$ cat config.mk
export PLATFORM = sky130hd
export DESIGN_NAME = fifo_bank
export DESIGN_NICKNAME = d
export VERILOG_FILES = /design/src/rtl/fifo_bank_pkg.sv /design/src/rtl/fifo_bank_channel.sv /design/src/rtl/fifo_bank.sv
export SDC_FILE = /design/constraint.sdc
export NUM_CORES = 1
export LEC_CHECK = 0
export CAP_MARGIN = 20
export CORE_MARGIN = 4
export CORE_UTILIZATION = 35
export CTS_CLUSTER_DIAMETER = 30
export DETAILED_ROUTE_END_ITERATION = 16
export PLACE_DENSITY = 0.54
export RECOVER_POWER = 100
export SLEW_MARGIN = 20
export SYNTH_ARGS = -nofsm -noshare
export SYNTH_HDL_FRONTEND = slang
export SYNTH_SLANG_ARGS = --single-unit
$ cat constraint.sdc
create_clock -name clk -period 3.05 [get_ports clk]
set_input_delay 0.61 -clock clk [delete_from_list [all_inputs] [get_ports clk]]
set_output_delay 0.61 -clock clk [all_outputs]
set_load 0.02 [all_outputs]
$ cat src/rtl/fifo_bank_pkg.sv
// -----------------------------------------------------------------------------
// fifo_bank_pkg
// Shared types and width helpers for the multi-channel FIFO bank.
//   fifo_mode_e : output mode of a channel (registered read or fall-through)
//   addr_width  : address bits needed to index DEPTH entries
//   ptr_width   : address bits plus one wrap bit
//   cnt_width   : occupancy counter width, able to hold 0..DEPTH
//   mode_of     : maps the integer FWFT parameter onto fifo_mode_e
// -----------------------------------------------------------------------------
package fifo_bank_pkg;

    typedef enum logic {
        FIFO_STD  = 1'b0,
        FIFO_FWFT = 1'b1
    } fifo_mode_e;

    function automatic int addr_width(input int depth);
        return $clog2(depth);
    endfunction

    function automatic int ptr_width(input int depth);
        return $clog2(depth) + 1;
    endfunction

    function automatic int cnt_width(input int depth);
        return $clog2(depth) + 1;
    endfunction

    function automatic fifo_mode_e mode_of(input int fwft);
        return (fwft != 0) ? FIFO_FWFT : FIFO_STD;
    endfunction

endpackage

$ cat src/rtl/fifo_bank_channel.sv
// -----------------------------------------------------------------------------
// fifo_bank_channel
// One independent FIFO channel: storage, wrap-bit pointers, occupancy count,
// status flags and sticky overflow/underflow error flags.
// Ports:
//   clk, reset    : clock and synchronous active-high reset
//   wr_en/wr_data : write request and data
//   rd_en         : read request (pop in fall-through mode)
//   err_clear     : clears the sticky error flags
//   rd_data       : read data (registered, or head entry in fall-through mode)
//   rd_valid      : rd_data is valid
//   full/empty    : pointer-derived status
//   almost_full   : count >= AF_LEVEL
//   almost_empty  : count <= AE_LEVEL
//   count         : occupancy, 0..DEPTH
//   overflow      : sticky, a write was refused
//   underflow     : sticky, a read was refused
// -----------------------------------------------------------------------------
module fifo_bank_channel
    import fifo_bank_pkg::*;
#(
    parameter int DATA_WIDTH = 8,
    parameter int DEPTH      = 16,
    parameter int FWFT       = 0,
    parameter int AF_LEVEL   = DEPTH - 2,
    parameter int AE_LEVEL   = 2
) (
    input  logic                          clk,
    input  logic                          reset,
    input  logic                          wr_en,
    input  logic [DATA_WIDTH-1:0]         wr_data,
    input  logic                          rd_en,
    input  logic                          err_clear,
    output logic [DATA_WIDTH-1:0]         rd_data,
    output logic                          rd_valid,
    output logic                          full,
    output logic                          empty,
    output logic                          almost_full,
    output logic                          almost_empty,
    output logic [cnt_width(DEPTH)-1:0]   count,
    output logic                          overflow,
    output logic                          underflow
);

    localparam int         ADDR_W = addr_width(DEPTH);
    localparam int         PTR_W  = ptr_width(DEPTH);
    localparam int         CNT_W  = cnt_width(DEPTH);
    localparam fifo_mode_e MODE   = mode_of(FWFT);

    localparam logic [CNT_W-1:0] AF_CNT = CNT_W'(AF_LEVEL);
    localparam logic [CNT_W-1:0] AE_CNT = CNT_W'(AE_LEVEL);

    logic [DATA_WIDTH-1:0] mem [DEPTH];

    logic [PTR_W-1:0]  wr_ptr;
    logic [PTR_W-1:0]  rd_ptr;
    logic [CNT_W-1:0]  cnt;
    logic [ADDR_W-1:0] wr_addr;
    logic [ADDR_W-1:0] rd_addr;
    logic              full_int;
    logic              empty_int;
    logic              wr_acc;
    logic              rd_acc;

    assign wr_addr = wr_ptr[ADDR_W-1:0];
    assign rd_addr = rd_ptr[ADDR_W-1:0];

    // Same address with opposite wrap bits means the writer has lapped the reader.
    assign empty_int = (wr_ptr == rd_ptr);
    assign full_int  = (wr_addr == rd_addr) && (wr_ptr[PTR_W-1] != rd_ptr[PTR_W-1]);

    // A full channel may still take a write when a read frees a slot this cycle.
    assign rd_acc = rd_en & ~empty_int;
    assign wr_acc = wr_en & (~full_int | rd_acc);

    // NOTE: the storage array has no reset; clearing it would stop it mapping
    // onto distributed RAM, and the pointers alone define what is valid.
    always_ff @(posedge clk) begin
        if (wr_acc) begin
            mem[wr_addr] <= wr_data;
        end
    end

    // NOTE: all sequential state uses non-blocking assignments so every flop
    // samples the pre-edge values regardless of statement order.
    always_ff @(posedge clk) begin
        if (reset) begin
            wr_ptr    <= '0;
            rd_ptr    <= '0;
            cnt       <= '0;
            overflow  <= 1'b0;
            underflow <= 1'b0;
        end else begin
            if (wr_acc) begin
                wr_ptr <= wr_ptr + 1'b1;
            end
            if (rd_acc) begin
                rd_ptr <= rd_ptr + 1'b1;
            end
            if (wr_acc && !rd_acc) begin
                cnt <= cnt + 1'b1;
            end else if (rd_acc && !wr_acc) begin
                cnt <= cnt - 1'b1;
            end

            // A new error in the same cycle as err_clear keeps the flag set.
            if (wr_en && !wr_acc) begin
                overflow <= 1'b1;
            end else if (err_clear) begin
                overflow <= 1'b0;
            end
            if (rd_en && !rd_acc) begin
                underflow <= 1'b1;
            end else if (err_clear) begin
                underflow <= 1'b0;
            end
        end
    end

    // Status comes only from registered pointers and count.
    assign full         = full_int;
    assign empty        = empty_int;
    assign count        = cnt;
    assign almost_full  = (cnt >= AF_CNT);
    assign almost_empty = (cnt <= AE_CNT);

    generate
        if (MODE == FIFO_FWFT) begin : g_fwft
            // Head entry is shown continuously; forced to zero while empty so
            // unwritten storage never reaches the output.
            // NOTE: always_comb assigns a default first so no path can infer a latch.
            always_comb begin
                rd_data = '0;
                if (!empty_int) begin
                    rd_data = mem[rd_addr];
                end
            end
            assign rd_valid = ~empty_int;
        end else begin : g_std
            logic [DATA_WIDTH-1:0] rd_data_q;
            logic                  rd_valid_q;

            // rd_valid pulses for the cycle after each accepted read; the data
            // register holds its last value between reads.
            always_ff @(posedge clk) begin
                if (reset) begin
                    rd_data_q  <= '0;
                    rd_valid_q <= 1'b0;
                end else begin
                    rd_valid_q <= rd_acc;
                    if (rd_acc) begin
                        rd_data_q <= mem[rd_addr];
                    end
                end
            end

            assign rd_data  = rd_data_q;
            assign rd_valid = rd_valid_q;
        end
    endgenerate

endmodule

$ cat src/rtl/fifo_bank.sv
// -----------------------------------------------------------------------------
// fifo_bank
// CHANNELS independent FIFOs sharing one clock, used to skew and feed operands
// into the systolic array edges. Vectors are packed per channel: channel c
// uses bits [c*W +: W] of each multi-bit bus.
// Ports:
//   clk, reset            : clock and synchronous active-high reset
//   wr_en, wr_data        : per-channel write request and data
//   rd_en                 : per-channel read request
//   err_clear             : clears every channel's sticky error flags
//   rd_data, rd_valid     : per-channel read data and valid
//   full, empty           : per-channel occupancy status
//   almost_full/_empty    : per-channel programmable-level status
//   count                 : per-channel occupancy, log2(DEPTH)+1 bits each
//   overflow, underflow   : per-channel sticky error flags
// -----------------------------------------------------------------------------
module fifo_bank
    import fifo_bank_pkg::*;
#(
    parameter int DATA_WIDTH = 8,
    parameter int DEPTH      = 16,
    parameter int CHANNELS   = 4,
    parameter int FWFT       = 0,
    parameter int AF_LEVEL   = DEPTH - 2,
    parameter int AE_LEVEL   = 2
) (
    input  logic                                   clk,
    input  logic                                   reset,
    input  logic [CHANNELS-1:0]                    wr_en,
    input  logic [CHANNELS*DATA_WIDTH-1:0]         wr_data,
    input  logic [CHANNELS-1:0]                    rd_en,
    output logic [CHANNELS*DATA_WIDTH-1:0]         rd_data,
    output logic [CHANNELS-1:0]                    rd_valid,
    output logic [CHANNELS-1:0]                    full,
    output logic [CHANNELS-1:0]                    empty,
    output logic [CHANNELS-1:0]                    almost_full,
    output logic [CHANNELS-1:0]                    almost_empty,
    output logic [CHANNELS*cnt_width(DEPTH)-1:0]   count,
    output logic [CHANNELS-1:0]                    overflow,
    output logic [CHANNELS-1:0]                    underflow,
    input  logic                                   err_clear
);

    localparam int CNT_W = cnt_width(DEPTH);

    generate
        for (genvar c = 0; c < CHANNELS; c++) begin : g_ch
            fifo_bank_channel #(
                .DATA_WIDTH (DATA_WIDTH),
                .DEPTH      (DEPTH),
                .FWFT       (FWFT),
                .AF_LEVEL   (AF_LEVEL),
                .AE_LEVEL   (AE_LEVEL)
            ) u_channel (
                .clk          (clk),
                .reset        (reset),
                .wr_en        (wr_en[c]),
                .wr_data      (wr_data[c*DATA_WIDTH +: DATA_WIDTH]),
                .rd_en        (rd_en[c]),
                .err_clear    (err_clear),
                .rd_data      (rd_data[c*DATA_WIDTH +: DATA_WIDTH]),
                .rd_valid     (rd_valid[c]),
                .full         (full[c]),
                .empty        (empty[c]),
                .almost_full  (almost_full[c]),
                .almost_empty (almost_empty[c]),
                .count        (count[c*CNT_W +: CNT_W]),
                .overflow     (overflow[c]),
                .underflow    (underflow[c])
            );
        end
    endgenerate

endmodule

Word-level counts from Yosys, hierarchy flattened
Memories as Yosys holds them, arrays and structs flattened. A register that Yosys moved wholly into a read port is not among the register bits.
Index checks and enable logic that the tools add are counted.
{"block": "totals", "regBits": 72, "mem_bits_rw": 512, "in_bits": 43, "out_inout_bits": 80, "wordCells": 149, "n_memories": 4}
{"block": "op_classes", "addsub": 16, "n_lt_le_gt_ge": 8, "n_eq_ne": 12, "muxes": 25, "bitwise_logic": 20, "n_reduce_logical": 40}
{"memory": "g_ch[0].u_channel.mem", "words": 16, "word_bits": 8, "read_ports": 1, "rd_clocked_by_memory_dff": 1, "write_ports": 1, "line_no": "fifo_bank_channel.sv:53", "text": "logic [DATA_WIDTH-1:0] mem [DEPTH];"}
{"memory": "g_ch[1].u_channel.mem", "words": 16, "word_bits": 8, "read_ports": 1, "rd_clocked_by_memory_dff": 1, "write_ports": 1, "line_no": "fifo_bank_channel.sv:53"}
{"memory": "g_ch[2].u_channel.mem", "words": 16, "word_bits": 8, "read_ports": 1, "rd_clocked_by_memory_dff": 1, "write_ports": 1, "line_no": "fifo_bank_channel.sv:53"}
{"memory": "g_ch[3].u_channel.mem", "words": 16, "word_bits": 8, "read_ports": 1, "rd_clocked_by_memory_dff": 1, "write_ports": 1, "line_no": "fifo_bank_channel.sv:53"}
{"op": "adder 5 x 1 -> 5 bit (second input constant)", "count": 12}
{"op": "2-to-1 mux 5 bit", "count": 8}
{"op": "nonzero test 2 bit", "count": 12}
{"op": "== test 5 bit", "count": 4}
{"op": ">= comparator 5 x 4 -> 1 bit (second input constant)", "count": 4}
{"op": "<= comparator 5 x 2 -> 1 bit (second input constant)", "count": 4}
{"op": "logical AND 1 bit", "count": 20}
{"op": "subtractor 5 x 1 -> 5 bit (second input constant)", "count": 4}
{"op": "2-to-1 mux 1 bit", "count": 17}
{"op": "== test 4 bit", "count": 4}
{"op": "bitwise AND 1 bit", "count": 8}
{"op": "zero test 1 bit", "count": 8}
{"op": "inverter 1 bit", "count": 8}
{"op": "!= test 1 bit", "count": 4}
{"op": "OR 1 bit", "count": 4}

Depth between registers and ports, before layout
{"block": "depth", "depth_word": 9, "ltp_mapped": 14, "mapped_depth_nobuf": 12}

By module
From an unflattened synthesis, not the netlist that was laid out.
{"block": "hier_totals", "cells_unflattened": 1503, "area_unflattened_um2": 25577.0}
{"mod": "fifo_bank_channel at g_ch[1].u_channel ...", "instances": 2, "cells_each": 377, "area_per_inst_um2": 6398.6, "seq_area_each_um2": 4364.2}
{"mod": "fifo_bank_channel at g_ch[0].u_channel", "instances": 1, "cells_each": 377, "area_per_inst_um2": 6399.9, "seq_area_each_um2": 4364.2}
{"mod": "fifo_bank_channel at g_ch[3].u_channel", "instances": 1, "cells_each": 372, "area_per_inst_um2": 6379.9, "seq_area_each_um2": 4364.2}

Worst setup path after synthesis
Ideal clock, no wire load.
{"block": "synth_path", "path_kind": "reg2reg", "from": "reg g_ch[1].u_channel.wr_ptr[3]", "to": "reg g_ch[1].u_channel.cnt[4]", "setup_time_ps": 121, "t_arrival_ps": 3162, "required_ps": 2929, "setup_slack_ps": -232, "stages_incl_launch_ff": 15, "path_buffers": 2, "period_less_slack_ps": 3282, "cell_sequence": "dfxtp_1 buf_6 xor2_2 nor4_4 a21oi_4 buf_6 inv_1 ha_1 inv_1 ha_1 nor2b_1 o21a_1 or3_1 a21oi_1 mux2_2"}
{"block": "synth_via", "elab_chain_len": 8}
{"item": "start: declaration", "line_no": "fifo_bank_channel.sv:55", "text": "logic [PTR_W-1:0] wr_ptr;"}
{"item": "start signal: assignment", "line_no": "fifo_bank_channel.sv:95", "text": "wr_ptr <= wr_ptr + 1'b1;"}
{"item": "== test 5 bit or == test 4 bit (tied branches)", "line_no": "fifo_bank_channel.sv:69, fifo_bank_channel.sv:70"}
{"item": "inverter 1 bit or logical AND 1 bit (tied branches)", "line_no": "fifo_bank_channel.sv:73, fifo_bank_channel.sv:70"}
{"item": "bitwise AND 1 bit or inverter 1 bit (tied branches)", "line_no": "fifo_bank_channel.sv:73, fifo_bank_channel.sv:74"}
{"item": "OR 1 bit", "line_no": "fifo_bank_channel.sv:74", "text": "assign wr_acc = wr_en & (~full_int | rd_acc);"}
{"item": "bitwise AND 1 bit", "line_no": "fifo_bank_channel.sv:74"}
{"item": "zero test 1 bit", "line_no": "fifo_bank_channel.sv:102", "text": "end else if (rd_acc && !wr_acc) begin"}
{"item": "logical AND 1 bit", "line_no": "fifo_bank_channel.sv:102"}
{"item": "nonzero test 2 bit (no line)"}
{"item": "end signal: assignment", "line_no": "fifo_bank_channel.sv:101", "text": "cnt <= cnt + 1'b1;"}
{"item": "end signal: assignment", "line_no": "fifo_bank_channel.sv:103", "text": "cnt <= cnt - 1'b1;"}
{"item": "end: declaration", "line_no": "fifo_bank_channel.sv:57", "text": "logic [CNT_W-1:0] cnt;"}
Several ways; a longest one is shown, not always the timed one.
A chain may end at the register's enable or synchronous reset.

Worst setup path after layout
{"block": "layout_path", "from": "reg g_ch[1].u_channel.rd_ptr[3]", "to": "reg g_ch[1].u_channel.cnt[4]"}
{"block": "layout_via", "elab_chain_len": 8}
{"item": "start: declaration", "line_no": "fifo_bank_channel.sv:56", "text": "logic [PTR_W-1:0] rd_ptr;"}
{"item": "start signal: assignment", "line_no": "fifo_bank_channel.sv:98", "text": "rd_ptr <= rd_ptr + 1'b1;"}
{"item": "== test 5 bit or == test 4 bit (tied branches)", "line_no": "fifo_bank_channel.sv:69, fifo_bank_channel.sv:70"}
{"item": "inverter 1 bit or logical AND 1 bit (tied branches)", "line_no": "fifo_bank_channel.sv:73, fifo_bank_channel.sv:70"}
{"item": "bitwise AND 1 bit or inverter 1 bit (tied branches)", "line_no": "fifo_bank_channel.sv:73, fifo_bank_channel.sv:74"}
{"item": "OR 1 bit", "line_no": "fifo_bank_channel.sv:74"}
{"item": "bitwise AND 1 bit", "line_no": "fifo_bank_channel.sv:74"}
{"item": "zero test 1 bit", "line_no": "fifo_bank_channel.sv:102"}
{"item": "logical AND 1 bit", "line_no": "fifo_bank_channel.sv:102"}
{"item": "nonzero test 2 bit (no line)"}
Several ways; a longest one is shown, not always the timed one.

==> metrics.cfg <==
[outcome]
status=completed

[die]
coreArea_um2=71600
row_count=98
die_w_um=277
die-area_um2=76800
die_height_um=277
ios=123
initial_core_util_pct=35.4

[global_routing]
grt_pass1_vias=15035
grtUsageMet1_pct=20.0
use_met2_pct=23.5
antenna_found_initial=1
grt_busiest_layer=met2
gr-usage-all-layers_pct=15.0
grt_max_degree=53
grt_remaining_overflow=0
grtUsageMet3_pct=4.55
grt_pass1_wl_um=88900

[job]
cap_violations=0

[sta]
fin_crit_ns=2.90
skew_ns=0.0300
rsz0062_at_grt=false
setup_tns_ns=0
setup_viol=0
tightest_slew_ns=1.33
finalHoldViolCount=0
relSlewSlack_pct=11.1
clock.fmax_mhz=345
fin_crit_sh_pct=95.0
slew_viol_final=0

[clocking]
clk_pin_slew_ns=0.04
clkLatencyLatePin_ns=0.70
numCtsBuffers=138
clock-root-buffer=clkbuf_16
clock_path_buffers=3
htreeDepth=4
clock-sinks=616
cts_tree=built

[synthesis]
synth-seq-cells=616
synthArstFlopShare_pct=0
synth_nets=1625
synthTopCellsByArea=edfxtp_1 61%, mux4_2 8.5%, dfxtp_1 8.2%
synth_edf_count=512
ys_types=48
syn_avg_cell_area_um2=16.4
netlist_area_um2=25300
synth_warnings=0
synthCells=1541
synth_top_area_share_pct=60.7
ys.flop_type=edfxtp_1
synth-seq-area-share_pct=68.9
synth_top_cell_by_area=edfxtp_1

[layout]
fin_area_um2=32500
drive_gt1_share_pct=24.7
insertedDiodeCount=0
final_common_cell=edfxtp_1
utilization_pct=45.4
syn_to_final_growth_pct=28.3
final_cell_mix=512 x edfxtp_1, 138 x clkbuf_16, 134 x nor2_1
nets=1887

[setup_path]
crit_path_max_fanout=4
crit_path_top_delay_cell=dfxtp_1
critPathRequiredTime_ns=3.61
cp_cell_sequence=xor2_1, nor4_4, clkbuf_1, a21oi_1, inv_4, ha_2, inv_2, ha_4, nor2b_1, o21a_1, or3_1, a21oi_1, mux2_2
cp_common_cell=a21oi_1
path_class=reg -> reg
cp_num_buf_inv=3
cp.arrival_ns=3.46
rrSetupSlack_ns=0.15
cp-end-kind=flip-flop
critical_path.top_delay_family=compound AO/OA/AOI/OAI gates
critPathLaunchType=flip-flop
cpPeakStageDelay_ns=0.37

[placement]
gp_congestion=0.763
hpwl_um=36400
dpl-instance-area_um2=28000
numPortBuffers=122

[routing]
drc=0
vias_per_cell=4.88
dr.pass1.iters=5
via_count=13988
dr.first_iter.drc_count=783
ant_nets=0
wl_per_cell_um=19.8
finalWirelength_um=56800

[power_and_ir_drop]
power_mw=28.5
power_density_nw_per_um2=877
peakVddDrop_v=0.000662
leakagePower_nw=11.2

[min_path]
worstHoldPathType=in -> reg

-- final timing paths --
| kind | start | end | cells after the start |
|---|---|---|---|
| setup / recovery | g_ch[1].u_channel.rd_ptr[3]$_SDFFE_PP0P_ | g_ch[1].u_channel.count[4]$_SDFFE_PP0P_ | 13 |
| hold / removal | reset | g_ch[2].u_channel.wr_ptr[0]$_SDFFE_PP0P_ | 2 |
| setup reg to reg | g_ch[1].u_channel.rd_ptr[3]$_SDFFE_PP0P_ | g_ch[1].u_channel.count[4]$_SDFFE_PP0P_ | 13 |
| hold reg to reg | g_ch[3].u_channel.rd_data[0]$_SDFFE_PP0P_ | g_ch[3].u_channel.rd_data[0]$_SDFFE_PP0P_ | 2 |
-- cell type report --
type                       count  area (um^2)
clock buffer                 157         3560
clock inverter                97         1200
fill                        6352        39100
inverter                      27          104
multi-input combinational    782         7110
sequential                   616        17500
tap                          950         1190
timing repair buffer         238         1870
-- power breakdown --
group	total [mW]	switching (mW)	leakage (nW)	internal [mW]
clock network	14.8	4.83	2.29	9.93
logic	3.90	2.20	3.47	1.70
registers	9.84	0.346	5.48	9.50
-- kinds of logic (layout without fill, tap and decap cells) --
kind of cell | Yosys count | after routing | share of synthesized area [%]
flip-flops | 616 | 616 | 68.9
AND/OR/NAND/NOR | 292 | 292 | 5.78
adder cells (fa/ha/maj) | 41 | 41 | 2.14
XOR/XNOR | 59 | 59 | 2.10
multiplexers | 189 | 189 | 12.6
buffers and inverters | 143 | 519 | 3.00
AO/OA/AOI/OAI | 201 | 201 | 5.55
-- registers in the layout, indices dropped and copies added (netlist names) --
| name | cells |
|---|---|
| g_ch.u_channel.mem | 512 |
| g_ch.u_channel.rd_data | 32 |
| g_ch.u_channel.wr_ptr | 20 |
| g_ch.u_channel.rd_valid | 4 |
| g_ch.u_channel.underflow | 4 |
| g_ch.u_channel.rd_ptr | 20 |
| g_ch.u_channel.overflow | 4 |
| g_ch.u_channel.count | 20 |
-- stage by stage --
step | instances | worst slack, ns | hold slack (ns)
after floorplan | 1541 | 0.0305 | 0.455
after global placement | 2609 | -0.0260 | 0.472
after detailed placement | 2609 | -0.0959 | 0.488
after CTS | 2867 | 0.0387 | 0.325
after global routing | 2867 | 0.0156 | 0.344
final | 2867 | 0.152 | 0.362
-- routing by layer --
metal / wire (um) / up-vias
li1: - / 6528
met1: 26000 / 7034
met2: 26800 / 331
met3: 2990 / 95
met4: 1070 / 0
met5: 0 / -
-- synthesized netlist by cell type, drive strengths merged, types with 7 or more instances --
library cell / number
a31o: 7
clkbuf: 37
and2: 7
xor2: 26
and3: 24
nand2: 19
mux4: 96
nor2: 134
buf: 79
nor3: 34
a21o: 10
ha: 37
mux2i: 23
inv: 27
xnor2: 33
o22ai: 32
dfxtp: 104
nand2b: 10
a211oi: 70
mux2: 70
nand4: 10
edfxtp: 512
nor2b: 42
a21oi: 61
-- repair_timing --
action                     CTS  global route
hold buffers                 0             0
setup endpoints to repair    9             5
pin swaps                    3             1
resized for setup           10             6
setup buffers                4             0
Power figures use the tool's default switching activity.
